## config.mk

```make
export PLATFORM = sky130hd
export DESIGN_NAME = board_sense_reader
export DESIGN_NICKNAME = d
export VERILOG_FILES = /design/src/rtl/board_sense_reader.sv
export SDC_FILE = /design/constraint.sdc
export NUM_CORES = 1
export LEC_CHECK = 0
export ABC_CLOCK_PERIOD_IN_PS = 12600
export BUFFER_PORTS_ARGS = -buffer_cell sky130_fd_sc_hd__buf_2
export CAP_MARGIN = 20
export CORE_AREA = 2 2 158 160
export CTS_BUF_LIST = sky130_fd_sc_hd__clkbuf_8 sky130_fd_sc_hd__clkbuf_16
export CTS_CLUSTER_DIAMETER = 80
export CTS_CLUSTER_SIZE = 30
export DETAILED_ROUTE_END_ITERATION = 16
export DIE_AREA = 0 0 160 162
export GPL_TIMING_DRIVEN = 0
export PLACE_DENSITY = 0.79
export SKIP_LAST_GASP = 1
export SLEW_MARGIN = 20
export SYNTH_ARGS = -nofsm -noshare
export SYNTH_HDL_FRONTEND = slang
export SYNTH_SLANG_ARGS = --single-unit
```

## constraint.sdc

```tcl
create_clock -name clk -period 12.6 [get_ports clk]
set_clock_uncertainty 0.1 [all_clocks]
set_input_delay 2.52 -clock clk [delete_from_list [all_inputs] [get_ports clk]]
set_output_delay 2.52 -clock clk [all_outputs]
set_load 0.01 [all_outputs]
```

## src/rtl/board_sense_reader.sv

```systemverilog
// Samples the scanner's column sense lines once per row dwell, debounces all 64 squares
// and queues one placed/lifted event per changed square for the game-logic controller.
`timescale 1ns/1ps
module board_sense_reader #(
   parameter int unsigned SETTLE_CYCLES  = 16,
   parameter int unsigned DEBOUNCE_SCANS = 2,
   parameter int unsigned FIFO_DEPTH     = 8
) (
   input  logic        clk,
   input  logic        rst,
   input  logic [7:0]  row_onehot,
   input  logic [7:0]  col_in,
   input  logic        ev_ready,
   input  logic        ovf_clr,
   output logic        ev_valid,
   output logic [6:0]  ev_data,
   output logic [63:0] board,
   output logic        overflow,
   output logic        frame_done
);

   localparam int unsigned PtrW = (FIFO_DEPTH > 1) ? $clog2(FIFO_DEPTH) : 1;
   localparam int unsigned CntW = PtrW + 1;
   localparam logic [7:0] SettleMax = 8'(SETTLE_CYCLES);
   localparam logic [2:0] DebMax = 3'(DEBOUNCE_SCANS);
   localparam logic [PtrW-1:0] PtrLast = PtrW'(FIFO_DEPTH - 1);
   localparam logic [CntW-1:0] CntFull = CntW'(FIFO_DEPTH);

   typedef enum logic [1:0] {StWait, StSample, StWalk} state_t;

   // Input synchronizers
   logic [7:0] row_meta_q, row_sync_q;
   logic [7:0] col_meta_q, col_sync_q;

   always_ff @(posedge clk or posedge rst) begin
      if (rst) begin
         row_meta_q <= '0;
         row_sync_q <= '0;
         col_meta_q <= '0;
         col_sync_q <= '0;
      end else begin
         row_meta_q <= row_onehot;
         row_sync_q <= row_meta_q;
         col_meta_q <= col_in;
         col_sync_q <= col_meta_q;
      end
   end

   // Row decode and dwell tracking
   logic       row_changed;
   logic       row_valid;
   logic [2:0] row_idx;
   logic [7:0] settle_q, settle_d;
   logic       sampled_q, sampled_d;
   logic       sample_go;

   state_t state_q, state_d;

   // A pending change sits in the meta stage; it lands in row_sync_q at the next edge.
   assign row_changed = (row_meta_q != row_sync_q);
   assign row_valid   = (row_sync_q != 8'd0) && ((row_sync_q & (row_sync_q - 8'd1)) == 8'd0);
   assign sample_go   = (settle_q == SettleMax) && !sampled_q;

   always_comb begin
      row_idx = 3'd0;
      for (int i = 0; i < 8; i++) begin
         if (row_sync_q[i]) begin
            row_idx = 3'(i);
         end
      end
   end

   always_comb begin
      settle_d = settle_q;
      if (row_changed || !row_valid) begin
         settle_d = 8'd0;
      end else if (settle_q != SettleMax) begin
         settle_d = settle_q + 8'd1;
      end
   end

   always_comb begin
      sampled_d = sampled_q;
      if (row_changed) begin
         sampled_d = 1'b0;
      end else if (state_q == StSample) begin
         sampled_d = 1'b1;
      end
   end

   always_ff @(posedge clk or posedge rst) begin
      if (rst) begin
         settle_q  <= '0;
         sampled_q <= 1'b0;
      end else begin
         settle_q  <= settle_d;
         sampled_q <= sampled_d;
      end
   end

   // Debounce and board update
   logic [63:0] board_q, board_d;
   logic [1:0]  deb_q [64];
   logic [1:0]  deb_d [64];
   logic [7:0]  mask_q, mask_d;
   logic [2:0]  walk_row_q;
   logic [2:0]  walk_col_q;

   always_comb begin
      board_d = board_q;
      deb_d   = deb_q;
      mask_d  = 8'd0;
      if (state_q == StSample) begin
         for (int c = 0; c < 8; c++) begin
            if (col_sync_q[c] != board_q[{row_idx, 3'(c)}]) begin
               if (({1'b0, deb_q[{row_idx, 3'(c)}]} + 3'd1) >= DebMax) begin
                  board_d[{row_idx, 3'(c)}] = col_sync_q[c];
                  deb_d[{row_idx, 3'(c)}]   = 2'd0;
                  mask_d[c]                 = 1'b1;
               end else begin
                  deb_d[{row_idx, 3'(c)}] = deb_q[{row_idx, 3'(c)}] + 2'd1;
               end
            end else begin
               deb_d[{row_idx, 3'(c)}] = 2'd0;
            end
         end
      end
   end

   always_ff @(posedge clk or posedge rst) begin
      if (rst) begin
         board_q <= '0;
         for (int i = 0; i < 64; i++) begin
            deb_q[i] <= 2'd0;
         end
      end else begin
         board_q <= board_d;
         deb_q   <= deb_d;
      end
   end

   // FSM: state register
   always_ff @(posedge clk or posedge rst) begin
      if (rst) begin
         state_q <= StWait;
      end else begin
         state_q <= state_d;
      end
   end

   // FSM: next state
   always_comb begin
      state_d = state_q;
      unique case (state_q)
         StWait: begin
            if (sample_go) begin
               state_d = StSample;
            end
         end
         StSample: begin
            state_d = (mask_d != 8'd0) ? StWalk : StWait;
         end
         StWalk: begin
            if (walk_col_q == 3'd7) begin
               state_d = StWait;
            end
         end
         default: state_d = StWait;
      endcase
   end

   // Walk context captured at sample time so a row change cannot disturb it
   always_ff @(posedge clk or posedge rst) begin
      if (rst) begin
         mask_q     <= '0;
         walk_row_q <= '0;
         walk_col_q <= '0;
      end else if (state_q == StSample) begin
         mask_q     <= mask_d;
         walk_row_q <= row_idx;
         walk_col_q <= 3'd0;
      end else if (state_q == StWalk) begin
         walk_col_q <= walk_col_q + 3'd1;
      end
   end

   // FSM: outputs
   logic       push;
   logic [6:0] push_data;

   always_comb begin
      push       = 1'b0;
      push_data  = {board_q[{walk_row_q, walk_col_q}], walk_row_q, walk_col_q};
      frame_done = 1'b0;
      unique case (state_q)
         StSample: begin
            frame_done = (mask_d == 8'd0) && (row_idx == 3'd7);
         end
         StWalk: begin
            push       = mask_q[walk_col_q];
            frame_done = (walk_col_q == 3'd7) && (walk_row_q == 3'd7);
         end
         default: begin
         end
      endcase
   end

   // Event FIFO, show-ahead
   logic [6:0]      fifo_mem [FIFO_DEPTH];
   logic [PtrW-1:0] rd_ptr_q, wr_ptr_q;
   logic [CntW-1:0] count_q, count_d;
   logic            full, pop, do_push, drop;
   logic            overflow_q, overflow_d;

   assign full     = (count_q == CntFull);
   assign ev_valid = (count_q != '0);
   assign pop      = ev_valid && ev_ready;
   // A full FIFO still accepts a push when the head leaves in the same cycle.
   assign do_push  = push && (!full || pop);
   assign drop     = push && full && !pop;
   assign ev_data  = ev_valid ? fifo_mem[rd_ptr_q] : 7'd0;

   always_comb begin
      count_d = count_q;
      if (do_push && !pop) begin
         count_d = count_q + CntW'(1);
      end else if (pop && !do_push) begin
         count_d = count_q - CntW'(1);
      end
   end

   always_comb begin
      overflow_d = overflow_q;
      if (drop) begin
         overflow_d = 1'b1;
      end else if (ovf_clr) begin
         overflow_d = 1'b0;
      end
   end

   always_ff @(posedge clk or posedge rst) begin
      if (rst) begin
         rd_ptr_q   <= '0;
         wr_ptr_q   <= '0;
         count_q    <= '0;
         overflow_q <= 1'b0;
      end else begin
         if (pop) begin
            rd_ptr_q <= (rd_ptr_q == PtrLast) ? '0 : rd_ptr_q + PtrW'(1);
         end
         if (do_push) begin
            wr_ptr_q <= (wr_ptr_q == PtrLast) ? '0 : wr_ptr_q + PtrW'(1);
         end
         count_q    <= count_d;
         overflow_q <= overflow_d;
      end
   end

   always_ff @(posedge clk) begin
      if (do_push) begin
         fifo_mem[wr_ptr_q] <= push_data;
      end
   end

   assign board    = board_q;
   assign overflow = overflow_q;

endmodule

```

; ---- Word level (Yosys, flattened, before mapping)
; Memories as Yosys holds them, arrays and structs flattened.
; Index checks and enable logic that the tools add are counted.
[totals]
elab_cells = 419
mem_count = 1
ram_bits = 56
register_bits = 260
in_bits = 20
[mem_list]
columns = name, words, word_bits, read_ports, rd_clocked_by_memory_dff, wr, line_no
row1 = fifo_mem, 8, 7, 1, 0, 1, 209  ; logic [6:0] fifo_mem [FIFO_DEPTH];
[op_classes]
n_bitwise = 25
order_cmp = 42
n_mux = 183
n_reduce_logical = 45
eq_ne = 21
n_addsub = 23
[ops]
columns = op, n
row1 = two-way mux 128 bit, 23
row2 = two-way mux 64 bit, 23
row3 = bitwise AND 128 bit, 8
row4 = bitwise mux 128 bit, 8
row5 = NOT 128 bit, 8
row6 = bitwise mux 64 bit, 8
row7 = binary-select mux 2 bit (select 6 bit), 8
row8 = demux 2 bit (select 6 bit), 8
row9 = less-than comparator 6 x 7 -> 1 bit (second input constant), 9
row10 = greater-or-equal comparator 7 bit (second input constant), 8
row11 = less-than comparator 7 x 1 -> 1 bit (second input constant), 8
row12 = NOT 6 -> 7 bit, 8
row13 = two-way mux 2 bit, 27
row14 = greater-or-equal comparator 6 x 1 -> 1 bit (second input constant), 8
row15 = two-way mux 1 bit, 42
row16 = two-way mux 3 bit, 10
row17 = binary-select mux 1 bit (select 3 bit), 9
row18 = logical AND 1 bit, 26
row19 = adder 2 x 1 -> 3 bit (second input constant), 8
row20 = demux 1 bit (select 3 bit), 8
row21 = greater-or-equal comparator 3 x 2 -> 1 bit (second input constant), 8
row22 = two-way mux 8 bit, 3
row23 = adder 2 x 1 -> 2 bit (second input constant), 8
row24 = zero test 8 bit, 2
row25 = 28 further kinds, 53

; ---- Longest topological paths before layout
; Gate-level depths: netlist of the first run.
[depth]
depth_word = 44
depth_mapped = 16
depth_no_buf = 13

; ---- Worst setup path before layout of the first run
; OpenSTA, ideal clock, no wires.
[synth_timing]
kind = register to output
startpoint = register row_sync_q[4]
endpoint = output port frame_done
t_arrival_ps = 3431
path_buffers = 2
path_stages_with_launch = 15
required_time_ps = 9980
setup_slack_ps = 6549
path_cell_list = dfrtp_1 -> buf_4 -> and2b_1 -> a21o_1 -> o21ai_1 -> buf_2 -> mux4_2 -> a221o_1 -> a21oi_1 -> ha_1 -> nand3b_1 -> mux2i_1 -> a2111oi_0 -> nand4_1 -> o22ai_1
[synth_between]
elab_chain_cells = 16
elab_cells_between_ends = 97
classes_between = add/sub (8) / order compare (8) / eq/ne (9) / mux (62) / bitwise (8) / reduce/logical (2)
[synth_lines]
columns = item, line_no
row1 = from (decl), 32  ; logic [7:0] row_meta_q, row_sync_q;
row2 = from (signal assigned), 43  ; row_sync_q <= row_meta_q;
row3 = two-way mux 3 bit (*) (4 in series), 67  ; if (row_sync_q[i]) begin
row4 = NOT 6 -> 7 bit (not written as such), 116  ; if (({1'b0, deb_q[{row_idx, 3'(c)}]} + 3'd1) >= DebMax) begin
row5 = binary-select mux 2 bit (select 6 bit), 116
row6 = two-way mux 2 bit (not written as such) (2 in series), 116
row7 = adder 2 x 1 -> 3 bit, 116
row8 = greater-or-equal comparator 3 x 2 -> 1 bit, 116
row9 = two-way mux 1 bit, 116
row10 = two-way mux 1 bit, 115  ; if (col_sync_q[c] != board_q[{row_idx, 3'(c)}]) begin
row11 = two-way mux 8 bit, 113  ; if (state_q == StSample) begin
row12 = zero test 8 bit, 197  ; frame_done = (mask_d == 8'd0) && (row_idx == 3'd7);
row13 = logical AND 1 bit (*), 197
row14 = one-hot mux 1 bit (2 select lines) (*), 195  ; unique case (state_q)
row15 = to (decl), 19  ; output logic frame_done
; Every way passes the cells marked *; elsewhere a longest branch is shown, timed or not. The select of a mux whose other input is x is not followed.

; ---- Worst setup path after layout of the first run
; Same ends and word-level chain as after synthesis.

==> results.json, run 1 <==
{
  "cts_tree": "built",
  "cts.repair.resized": 0,
  "dp_cells": 1698,
  "p_sw_share_pct": 23.9,
  "peakVddDrop_uv": 117,
  "wire_per_inst_microns": 23.1,
  "cts_sinks": 316,
  "cp_data_arrival_time_ns": 5.74,
  "vias": 11000,
  "hold_buffers": 0,
  "drt_first_iter_violations": 1321,
  "slew_headroom_pct": 41.8,
  "worstPathRequired_ns": 9.98,
  "wl_met2_microns": 18900,
  "mostFrequentLayoutCells": "260 x dfrtp_1, 246 x nand2_1, 106 x o21ai_0, 99 x buf_2, 72 x nor2_1",
  "hold-path-cell-count": 0,
  "fin_cells": 1724,
  "path_class": "flop to output port",
  "multiInputGateArea_sq_um": 6010,
  "io_pins": 94,
  "synth_edf_count": 56,
  "gp_congestion": 0.966,
  "first_pass_iters": 7,
  "final_cell_area_sq_um": 16000,
  "post-route-drc-count": 0,
  "finalSetupViolCount": 0,
  "track_usage_pct": 30.8,
  "synth-main-ff-cell": "dfrtp_1",
  "hold_path_class": "flop to flop",
  "antenna_found_initial": 0,
  "post_cts_buffers": 0,
  "p_leak_nw": 7.10,
  "grt_max_degree": 112,
  "hold_viol": 0,
  "r2r_start": "row_sync_q[4]$_DFF_PP0_",
  "chipHeight_microns": 162,
  "max_freq_mhz": 120,
  "placementRows": 57,
  "die_w_microns": 160,
  "final_nets": 1434,
  "grt_pass1_vias": 10800,
  "drt_wl_total_microns": 39800,
  "crit_fanout": 10,
  "synth_seq_cells": 316,
  "finalMaxSlewViolations": 0,
  "synth_area_sq_um": 14600,
  "fin_tns_setup_ns": 0,
  "drive_gt1_share_pct": 18.1,
  "route.met3.wl_microns": 3720,
  "cts_inserted_buffers": 15,
  "reg2reg_slack_ns": 7.13,
  "tightestPinTransition_ns": 0.866,
  "ant_nets": 0,
  "fin_crit_ns": 8.36,
  "synth.distinct_cells": 65,
  "path_clk_slew_ns": 0.11,
  "pwr-share-clk_pct": 33.7,
  "area_growth_syn_to_layout_pct": 9.95,
  "hold_start": "col_meta_q[3]$_DFF_PP0_",
  "rsz0062_at_grt": "no",
  "rr_worst_depth": 16,
  "syn_inst": 1278,
  "grt_pass1_wl_microns": 61300,
  "syn-num-nets": 1321,
  "pwr-share-comb_pct": 5.8,
  "cp-startpoint": "row_sync_q[4]$_DFF_PP0_",
  "seqPwrFrac_pct": 60.5,
  "syn_avg_cell_area_sq_um": 11.4,
  "clk_latency_ns": 0.53,
  "start_util_pct": 60.4,
  "ctsRootBufferMaster": "clkbuf_16",
  "p_int_w": 0.00131,
  "yosysWarnings": 0,
  "dp_hpwl_microns": 28100,
  "diodes": 0,
  "timing.hold.ws_ns": 0.255,
  "top_layer": "met4",
  "outcome": "completed",
  "cts-htree-levels": 1,
  "ys_async_sr_fraction_pct": 82.3,
  "core_area_sq_um": 24100,
  "overflow": 0,
  "dpl_cell_area_sq_um": 15500,
  "drt-met1-wl_microns": 15800,
  "net-switching-power_w": 0.000413,
  "cap_violations": 0,
  "clock_path_buffers": 3,
  "cellPowerDensity_nw_per_um2": 108,
  "dieArea_sq_um": 25900,
  "layout_commonest_cell": "dfrtp_1",
  "crit_path_start_kind": "flop",
  "io_buffer_count": 93,
  "nFillCells": 1832,
  "end_kind": "output port",
  "seq_area_sq_um": 8190,
  "via_per_inst": 6.36,
  "period_share_pct": 66.3,
  "ys_seq_area_share_pct": 56.3
}
## layer usage
layer	vias to the layer above	GRT usage (%)
met5	-	0
met4	0	11.5
met3	100	5.41
met2	598	50.2
met1	5513	42.2
li1	4753	-
## registers in the layout, indices dropped and copies added (netlist names)
signal / count
deb_q: 128
state_q: 2
board: 64
overflow: 1
sampled_q: 1
row_meta_q: 8
rd_ptr_q: 3
col_sync_q: 8
row_sync_q: 8
count_q: 4
settle_q: 8
walk_row_q: 3
fifo_mem: 56
wr_ptr_q: 3
col_meta_q: 8
walk_col_q: 3
mask_q: 8
## final timing paths
path,endpoint
setup / recovery,frame_done
min in group asynchronous,deb_q[76]$_DFFE_PP0P_
setup reg to reg,board[52]$_DFFE_PP0P_
max in group asynchronous,deb_q[123]$_DFFE_PP0P_
hold / removal,col_sync_q[3]$_DFF_PP0_
hold reg to reg,col_sync_q[3]$_DFF_PP0_
## power by group through the flow
stage	clock (W)	sequential (W)	combinational (W)
final	0.000582	0.00105	0.0000994
after global routing	0.000622	0.00105	0.000107
after CTS	0.000586	0.00104	0.0000970
after detailed placement	0	0.00107	0.0000966
after global placement	0	0.00107	0.0000927
after floorplan	0	0.00106	0.0000606
## worst max-delay path, cell delays in order (launching register included)
cell	delay, ns
dfrtp_1	0.40
buf_4	0.18
and2b_1	0.23
a21o_1	0.27
o21ai_1	0.25
buf_2	0.40
clkbuf_1	0.59
buf_1	0.51
a311oi_1	0.24
a21oi_1	0.32
ha_1	0.24
or3_1	0.12
mux2i_1	0.12
a2111oi_0	0.52
nand4_1	0.29
o22ai_1	0.32
buf_2	0.19
## synth_stat cells (all sizes together), types with 3 or more instances
library cell,n,area share [%]
nor2,73,1.9
nor3b,6,0.31
a211oi,16,0.89
buf,14,0.43
xnor2,7,0.42
nand3,18,0.62
clkbuf,58,1.5
nand2b,7,0.30
a21oi,41,1.4
or3,6,0.29
dfrtp,260,45
nand3b,5,0.26
xor2,18,1.1
mux4,52,8.0
ha,22,1.9
nor2b,4,0.17
edfxtp,56,12
and2,13,0.56
o21ai,151,5.2
mux2i,16,1.1
a31o,3,0.18
nand2,246,6.3
nor4,4,0.21
mux2,70,5.4
o22ai,7,0.30
a221o,9,0.62
o2bb2ai,3,0.18
inv,28,0.72
a311oi,11,0.66
or2,4,0.17
and3,3,0.13
nor3,13,0.45
a21o,9,0.46
## area by class of cell
type | count | area share, %
tap | 324 | 2.53
multi-input combinational | 861 | 37.5
buffer | 72 | 1.75
clock inverter | 11 | 0.649
inverter | 29 | 0.727
clock buffer | 15 | 2.35
timing repair buffer | 96 | 3.28
sequential | 316 | 51.2
## metrics by stage
| stage | utilization (%) | power, W | setup slack, ns |
|---|---|---|---|
| after detailed placement | 64.3 | 0.00116 | 5.07 |
| after floorplan | - | 0.00112 | 2.82 |
| after CTS | 66.3 | 0.00173 | 4.47 |
| after global routing | 66.4 | 0.00177 | 4.09 |
| final | 66.4 | 0.00173 | 4.24 |
| after global placement | 64.0 | 0.00116 | 0.168 |
## cell families (layout without fill, tap and decap cells)
kind of cell	after synthesis	after routing	share of synthesized area, %
flops	316	316	56.3
buf+inv	101	223	2.67
fa+ha+maj	24	24	2.10
xor+xnor	25	25	1.50
compound gates	267	267	10.9
simple gates	407	407	12.0
mux	138	138	14.6
Note: power is estimated with default switching activity, not from simulation.
==> inputs of run 2 (changes only) <==
--- a/config.mk
+++ b/config.mk
@@ -5,7 +5,7 @@
 export SDC_FILE = /design/constraint.sdc
 export NUM_CORES = 1
 export LEC_CHECK = 0
-export ABC_CLOCK_PERIOD_IN_PS = 12600
+export ABC_CLOCK_PERIOD_IN_PS = 7900
 export BUFFER_PORTS_ARGS = -buffer_cell sky130_fd_sc_hd__buf_2
 export CAP_MARGIN = 20
 export CORE_AREA = 2 2 158 160
==> constraint.sdc (replaced) <==
create_clock -name clk -period 7.9 [get_ports clk]
set_clock_uncertainty 0.1 [all_clocks]
set_input_delay 1.58 -clock clk [delete_from_list [all_inputs] [get_ports clk]]
set_output_delay 1.58 -clock clk [all_outputs]
set_load 0.01 [all_outputs]
==> results.json, run 2 (synthesized netlist as in run 1, its figures left out) <==
{
  "finalSetupViolCount": 0,
  "cp_top_family": "compound AO/OA/AOI/OAI gates",
  "cts-htree-levels": 1,
  "core_area_sq_um": 24100,
  "first_pass_iters": 7,
  "critical_path.endpoint": "frame_done",
  "clk_latency_ns": 0.51,
  "drt_wl_total_microns": 39600,
  "tightestPinTransition_ns": 1.24,
  "finalMaxSlewViolations": 0,
  "chipHeight_microns": 162,
  "worstPathRequired_ns": 6.22,
  "cts_tree": "built",
  "r2r_end": "board[52]$_DFFE_PP0P_",
  "peakVddDrop_uv": 182,
  "mostFrequentLayoutCells": "260 x dfrtp_1, 246 x nand2_1, 106 x o21ai_0, 98 x buf_2, 72 x nor2_1",
  "r2r_start": "row_sync_q[4]$_DFF_PP0_",
  "crit_path_start_kind": "flop",
  "wire_per_inst_microns": 22.9,
  "cts_sinks": 316,
  "hold_viol": 0,
  "vias": 11000,
  "clock_path_buffers": 3,
  "cp_cell_sequence": "buf_4 -> and2b_1 -> a21o_1 -> o21ai_1 -> buf_2 -> clkbuf_1 -> buf_1 -> a311oi_1 -> a21oi_1 -> ha_1 -> nand3b_1 -> mux2i_1 -> a2111oi_0 -> nand4_1 -> o22ai_1 -> buf_2",
  "max_freq_mhz": 134,
  "fin_tns_setup_ns": 0,
  "ctsRootBufferMaster": "clkbuf_16",
  "cp_num_buf_inv": 5,
  "post-route-drc-count": 0,
  "dp_slack_ns": 1.23,
  "path_class": "flop to output port",
  "area_growth_syn_to_layout_pct": 10.9,
  "net-switching-power_w": 0.000656,
  "dieArea_sq_um": 25900,
  "dp_hpwl_microns": 29200,
  "cts.repair.resized": 0,
  "grt_pass1_wl_microns": 62600,
  "fin_ws_ns": 0.435,
  "placementRows": 57,
  "fin_crit_ns": 7.47,
  "drive_gt1_share_pct": 18.4,
  "timing.hold.ws_ns": 0.259,
  "largest_reg_flops": 128,
  "start_util_pct": 60.4,
  "cts_inserted_buffers": 15,
  "cp_data_arrival_time_ns": 5.79,
  "end_kind": "output port",
  "via_per_inst": 6.38,
  "grt_pass1_vias": 11000,
  "cp-startpoint": "row_sync_q[4]$_DFF_PP0_",
  "p_int_w": 0.00210,
  "grt_max_degree": 37,
  "dpl_cell_area_sq_um": 15600,
  "crit_slowest_cell": "clkbuf_1",
  "max_stage_delay_ns": 0.64,
  "hold_path_class": "flop to flop",
  "p_leak_nw": 7.14,
  "pwr-share-clk_pct": 33.4,
  "crit_top_cell": "buf_2",
  "diodes": 0,
  "io_buffer_count": 93,
  "rsz0062_at_grt": "no",
  "post_cts_buffers": 0,
  "die_w_microns": 160,
  "drt_first_iter_violations": 1233,
  "final_cell_area_sq_um": 16100,
  "slew_headroom_pct": 16.8,
  "pwr-share-comb_pct": 6.1,
  "seqPwrFrac_pct": 60.5,
  "path_clk_slew_ns": 0.10,
  "overflow": 0,
  "outcome": "completed",
  "rr_worst_depth": 16,
  "gp_congestion": 0.959,
  "antenna_found_initial": 0,
  "cellPowerDensity_nw_per_um2": 171,
  "io_pins": 94,
  "reg2reg_slack_ns": 2.39,
  "period_share_pct": 94.5,
  "top_register": "deb_q",
  "p_sw_share_pct": 23.8,
  "cap_violations": 0,
  "worst-path-stages": 16,
  "crit_fanout": 10,
  "hold_buffers": 0,
  "track_usage_pct": 31.3,
  "layout_commonest_cell": "dfrtp_1",
  "final_nets": 1440,
  "ant_nets": 0
}
-- run 2: power by group through the flow --
stage          Combinational, W  Clock [W]  Sequential (W)
6_report               0.000167   0.000919         0.00167
3_5_place_dp           0.000163          0         0.00170
3_3_place_gp           0.000148          0         0.00170
5_1_grt                0.000181   0.000989         0.00167
4_1_cts                0.000164   0.000926         0.00167
2_1_floorplan         0.0000968          0         0.00170
-- run 2: worst min path at each step --
stage / from / to / cells past startpoint
floorplan: col_meta_q[0]$_DFF_PP0_ / col_sync_q[0]$_DFF_PP0_ / 0
global route: col_meta_q[5]$_DFF_PP0_ / col_sync_q[5]$_DFF_PP0_ / 0
finish: col_meta_q[6]$_DFF_PP0_ / col_sync_q[6]$_DFF_PP0_ / 0
global placement: col_meta_q[1]$_DFF_PP0_ / col_sync_q[1]$_DFF_PP0_ / 0
CTS: col_meta_q[6]$_DFF_PP0_ / col_sync_q[6]$_DFF_PP0_ / 0
detailed placement: col_meta_q[6]$_DFF_PP0_ / col_sync_q[6]$_DFF_PP0_ / 0
-- run 2: worst reg2reg max path, cell delays in order (launching register included) --
cell      delay [ns]
dfrtp_1         0.40
buf_4           0.18
and2b_1         0.23
a21o_1          0.27
o21ai_1         0.28
buf_2           0.38
clkbuf_1        0.65
buf_1           0.53
a211oi_1        0.11
a311oi_1        0.39
a21oi_1         0.17
ha_1            0.27
or3_1           0.31
mux2i_1         0.26
clkbuf_1        0.42
nand2_1         0.12
mux2_1          0.34
-- run 2: cell type report --
cell class              count  area (sq um)
multi-input cells         861          6010
clock buffers              17           414
clock inverters             8          61.3
fillers                  1796          7970
well taps                 324           405
flip-flops and latches    316          8190
inverters                  29           113
repair buffers            102           668
plain buffers              72           280
-- run 2: stage by stage --
stage	total power [W]	instances	utilization, %
3_3_place_gp	0.00185	1695	64.0
5_1_grt	0.00284	1729	66.9
2_1_floorplan	0.00179	1278	-
6_report	0.00275	1729	66.9
3_5_place_dp	0.00186	1704	64.9
4_1_cts	0.00276	1729	66.9
-- run 2: routing by layer --
metal,track usage [%],share of wire (%)
met5,0,0
met1,43.5,39
met4,14.8,4.8
met2,48.8,47
met3,5.46,9.6
